## config.mk

```make
export PLATFORM = sky130hd
export DESIGN_NAME = stream_mux_rr
export DESIGN_NICKNAME = d
export VERILOG_FILES = /design/src/rtl/mux_pkg.sv /design/src/rtl/rr_arbiter.sv /design/src/rtl/stream_mux_rr.sv
export SDC_FILE = /design/constraint.sdc
export NUM_CORES = 1
export LEC_CHECK = 0
export CAP_MARGIN = 20
export CORE_MARGIN = 5
export CORE_UTILIZATION = 37
export DETAILED_ROUTE_END_ITERATION = 12
export GPL_TIMING_DRIVEN = 0
export PLACE_DENSITY = 0.82
export SYNTH_ARGS = -nofsm -noshare
export SYNTH_HDL_FRONTEND = slang
export SYNTH_HIERARCHICAL = 1
export SYNTH_SLANG_ARGS = --single-unit
```

## constraint.sdc

```tcl
create_clock -name clk_i -period 2.5 [get_ports clk_i]
set_clock_uncertainty 0.1 [all_clocks]
set_input_delay 0.5 -clock clk_i [delete_from_list [all_inputs] [get_ports clk_i]]
set_output_delay 0.5 -clock clk_i [all_outputs]
set_load 0.02 [all_outputs]
```

## src/rtl/mux_pkg.sv

```systemverilog
// Shared types and helpers for the registered round-robin stream mux.
package mux_pkg;

  typedef enum logic {
    MUX_FIXED = 1'b0,
    MUX_RR    = 1'b1
  } mux_mode_e;

  // Successor of a channel index in a ring of n channels.
  function automatic int unsigned next_rr_ptr(input int unsigned ptr, input int unsigned n);
    return (ptr + 1 >= n) ? 0 : ptr + 1;
  endfunction

endpackage

```

## src/rtl/rr_arbiter.sv

```systemverilog
// Round-robin arbiter: picks the first requester at or after the pointer, wrapping N-1 -> 0.
// The pointer advances past the winner only when en_i confirms the grant was taken.
module rr_arbiter
  import mux_pkg::*;
#(
  parameter int N    = 2,
  parameter int SELW = $clog2(N)
) (
  input  logic            clk_i,
  input  logic            rst_ni,
  input  logic [N-1:0]    req_i,
  input  logic            en_i,
  output logic [SELW-1:0] grant_o,
  output logic            grant_vld_o
);

  logic [SELW-1:0] r_ptr;
  logic [SELW:0]   w_k;

  // ptr < N and offset < N, so one conditional subtract gives the modulo.
  always_comb begin
    grant_o     = '0;
    grant_vld_o = 1'b0;
    w_k         = '0;
    for (int i = 0; i < N; i++) begin
      w_k = {1'b0, r_ptr} + (SELW+1)'(i);
      if (w_k >= (SELW+1)'(N)) w_k = w_k - (SELW+1)'(N);
      if (!grant_vld_o && req_i[w_k[SELW-1:0]]) begin
        grant_o     = w_k[SELW-1:0];
        grant_vld_o = 1'b1;
      end
    end
  end

  always_ff @(posedge clk_i) begin
    if (!rst_ni) begin
      r_ptr <= '0;
    end else if (en_i && grant_vld_o) begin
      r_ptr <= SELW'(next_rr_ptr(int'(grant_o), N));
    end
  end

endmodule

```

## src/rtl/stream_mux_rr.sv

```systemverilog
// N:1 valid/ready stream mux with fixed-select or round-robin grant and one output register.
// One cycle latency, full throughput; a stalled output register blocks every input.
module stream_mux_rr
  import mux_pkg::*;
#(
  parameter int W    = 8,
  parameter int N    = 2,
  parameter int SELW = $clog2(N)
) (
  input  logic            clk_i,
  input  logic            rst_ni,
  input  logic            mode_i,
  input  logic [SELW-1:0] sel_i,
  input  logic [N*W-1:0]  in_data_i,
  input  logic [N-1:0]    in_valid_i,
  output logic [N-1:0]    in_ready_o,
  output logic [W-1:0]    out_data_o,
  output logic            out_valid_o,
  input  logic            out_ready_i,
  output logic [SELW-1:0] out_ch_o
);

  logic [W-1:0]    r_dat;
  logic            r_vld;
  logic [SELW-1:0] r_ch;

  mux_mode_e       w_mode;
  logic            w_load_en;
  logic [SELW-1:0] w_gnt;
  logic            w_gnt_vld;
  logic [SELW-1:0] w_arb_gnt;
  logic            w_arb_vld;
  logic            w_xfer;

  assign w_mode    = mux_mode_e'(mode_i);
  assign w_load_en = !r_vld || out_ready_i;

  rr_arbiter #(
    .N    (N),
    .SELW (SELW)
  ) u_arb (
    .clk_i       (clk_i),
    .rst_ni      (rst_ni),
    .req_i       (in_valid_i),
    .en_i        (w_xfer && (w_mode == MUX_RR)),
    .grant_o     (w_arb_gnt),
    .grant_vld_o (w_arb_vld)
  );

  // sel_i can name a channel that does not exist when N is not a power of two.
  always_comb begin
    w_gnt     = '0;
    w_gnt_vld = 1'b0;
    if (w_mode == MUX_FIXED) begin
      w_gnt     = sel_i;
      w_gnt_vld = (int'(sel_i) < N);
    end else begin
      w_gnt     = w_arb_gnt;
      w_gnt_vld = w_arb_vld;
    end
  end

  always_comb begin
    in_ready_o = '0;
    if (rst_ni && w_gnt_vld && w_load_en) in_ready_o[w_gnt] = 1'b1;
  end

  assign w_xfer = |(in_valid_i & in_ready_o);

  always_ff @(posedge clk_i) begin
    if (!rst_ni) begin
      r_vld <= 1'b0;
      r_dat <= '0;
      r_ch  <= '0;
    end else if (w_xfer) begin
      r_vld <= 1'b1;
      r_dat <= in_data_i[w_gnt*W +: W];
      r_ch  <= w_gnt;
    end else if (out_ready_i) begin
      r_vld <= 1'b0;
    end
  end

  assign out_data_o  = r_dat;
  assign out_valid_o = r_vld;
  assign out_ch_o    = r_ch;

endmodule
```

==> metrics, run 1 <==
status=completed; Final Slew Violations=0; DRT Wirelength=1960 µm; CP max FO=5; Ys Warns=6; Detailed Routing Iterations Pass 1=4; DRC Markers=0; Die ar.=0.00271 mm²; flops & latches, synth=11; Final Hold Fails=0; Die Y=52.0 µm; n_diodes=0; Avg Inst Size Synth=9.33 µm²; critical path type=primary input to output pin; Data arrival, critical path=1760 ps; crit-path cells=dlygate4sd2_1 -> or2_2 -> nand2b_1 -> nand3_4 -> buf_6 -> nor2_1 -> clkdlybuf4s15_2; clk buf depth=2; share of cells above drive strength 1=0.193; share of power burned in registers=0.392; Synth Area in Compound Gates=0.276; Core Area=0.00171 mm²; XOR/XNOR Fraction of Synth Area=0; maximum vdd drop=0.324 mV; multi-input logic area=342 µm²; distinct cell type count after synthesis=26; worst hold path class=flip-flop to flip-flop; met3 GRT Util=0.0430; max_cap viols=0; via count=694; CTS sink count=11; syn nets=93; RSZ-0062 raised after global routing=false; cell count after synthesis=70; hpwl dp=1350 µm; startpoint types=primary input; initial core utilization=0.382; period utilization=0.942; gr usage total=0.151; leakage=0.456 nW; Seq/Total Area, Yosys=0.337; Crit path largest cell delay=300 ps; Critical Path End Type=output pin; routability cong.=0.762; FILL cells=154; Crit path max-delay family=buffers and inverters; Net Sw Frac=0.301; Clk Tree Root Cell=clkbuf_4; Least-Margin Pin Slew=315 ps; Comb pwr share=0.349; first-pass GRT wire length=3020 µm; fmax=424 MHz; Vias/cell=4.99; Simple-Gate Fraction of Synth Area=0.192; site row count=15; final worst-path setup slack=144 ps; setup TNS=0 ps; CTS tree=built; Final ANT Viol Nets=0; largest net degree at the start of global routing=11; register area=220 µm²; slowest CP cell=or2_2; cell-internal power=348 µW; Crit path buffers/inverters=3; Data required, critical path=1900 ps; Iter 0 DRT Violations=6; Final min period=2360 ps; I/O pins=35; Final Setup Violations=0; vias in the first global route=690; clock-pin slew on the worst setup and hold paths=80 ps; CTS Buf Count=3; global routing met2 resource utilization=0.278; Place WS=-529 ps; busiest grt layer=met2; Post-Synthesis Cell Area=653 µm²; I/O Buffers=34; gr ovfl total=0; adder-cell share of the synthesized area=0; worst-skew pair later-pin latency=270 ps; Psw=150 µW; final hold slack=409 ps; Max-slew headroom=0.784; Area growth, synth to finish=69.2%; DR WL/cell=14.1 µm; met1 Track Usage GR=0.163; die extent in x=52.0 µm; Cell Pwr Density=450 mW/mm²; Final nets=138; initial antenna violation count=0; post-synthesis mux area share=0.0364; CTS H-tree depth=1; Clock power frac=0.260; largest family of logic cells by synthesized area=compound AO/OA/AOI/OAI gates
==> placed cells by master, fill, tap and decap left out, types with 2 or more instances in the layout <==
cell type        instances
a31oi_1                  8
buf_4                    6
clkbuf_4                 3
clkbuf_8                 4
clkdlybuf4s50_1         29
dfxtp_1                 11
dlygate4sd2_1            2
inv_1                    9
nand2_1                  2
nand2b_1                 2
nor3_1                   8
o221a_1                  8
==> per-stage QoR <==
stage | instances | area [µm²] | util | total power, mW
floorplan | 70 | 653 | - | 0.281
global placement | 129 | 1020 | 0.600 | 0.356
detailed placement | 129 | 1020 | 0.600 | 0.360
CTS | 139 | 1100 | 0.645 | 0.497
global route | 139 | 1100 | 0.647 | 0.521
finish | 139 | 1100 | 0.647 | 0.497
==> synthesized netlist by cell type (all sizes together) <==
master,instances,area share
and4b,1,0.015
or2,1,0.0096
a21boi,1,0.011
and2,2,0.021
mux2i,2,0.036
nor2,2,0.023
nor3,8,0.061
a31oi,8,0.077
buf,1,0.017
or2b,1,0.013
a31o,1,0.013
nand3,1,0.0077
inv,9,0.052
o221a,8,0.14
nand2b,2,0.019
clkinv,1,0.0057
dfxtp,11,0.34
o21bai,1,0.011
nand2,2,0.011
o21ai,1,0.0077
nor2b,1,0.0096
o2111a,1,0.017
clkbuf,4,0.084
==> metal layers <==
metal / part of all wire / up-vias
met5: 0 / -
met2: 0.52 / 18
li1: - / 345
met3: 0.055 / 2
met1: 0.41 / 329
met4: 0.0072 / 0
==> power groups by stage <==
stage               sequential, mW  combinational, mW  clock, mW
finish                       0.195              0.173      0.129
global route                 0.196              0.185      0.140
CTS                          0.195              0.172      0.130
detailed placement           0.199              0.161          0
global placement             0.199              0.158          0
floorplan                    0.214             0.0675          0
==> final cells by class <==
type | instances | share of cell area
timing repair buffer | 40 | 0.345
sequential | 11 | 0.199
multi-input combinational | 44 | 0.309
tap | 25 | 0.0283
clock buffer | 4 | 0.0238
inverter | 10 | 0.0340
buffer | 5 | 0.0600
==> state kept, by name, indices dropped and copies added, names as in the netlist, named ones only <==
signal,count
out_ch_o,1
out_data_o,8
out_valid_o,1
==> cell families after synthesis <==
group / count (synthesis)
AND/OR/NAND/NOR: 21
flip-flops: 11
buffers and inverters: 15
AO/OA/AOI/OAI: 21
multiplexers: 2
==> worst register-to-register path, delay by kind of cell (launching register included) <==
kind	cells	cell delay, ps
buffers and inverters	2	210
AO/OA/AOI/OAI	2	230
multiplexers	2	530
flip-flops	1	330
AND/OR/NAND/NOR	3	500
==> final timing paths <==
path	startpoint	endpoint	slack, ps	depth (start not counted)
max	in_valid_i[1]	in_ready_o[1]	140	7
min	flip-flop	flip-flop	410	1
max reg2reg	flip-flop	flip-flop	480	9
min reg2reg	flip-flop	flip-flop	410	1
==> what timing repair did <==
item                       4_1_cts  5_1_grt
gates resized for setup         12        1
setup endpoints to repair        2        1
hold buffers                     0        0
pin swaps                        1        0
setup buffers                    6        0
(Power assumes the default switching activity.)
==> inputs of run 2 (changes only) <==
--- a/config.mk
+++ b/config.mk
@@ -8,6 +8,7 @@
 export CAP_MARGIN = 20
 export CORE_MARGIN = 5
 export CORE_UTILIZATION = 37
+export CTS_CLUSTER_SIZE = 16
 export DETAILED_ROUTE_END_ITERATION = 12
 export GPL_TIMING_DRIVEN = 0
 export PLACE_DENSITY = 0.82
==> results of run 2 <==
No change in the layout: final DEF, timing and power equal those of run 1.
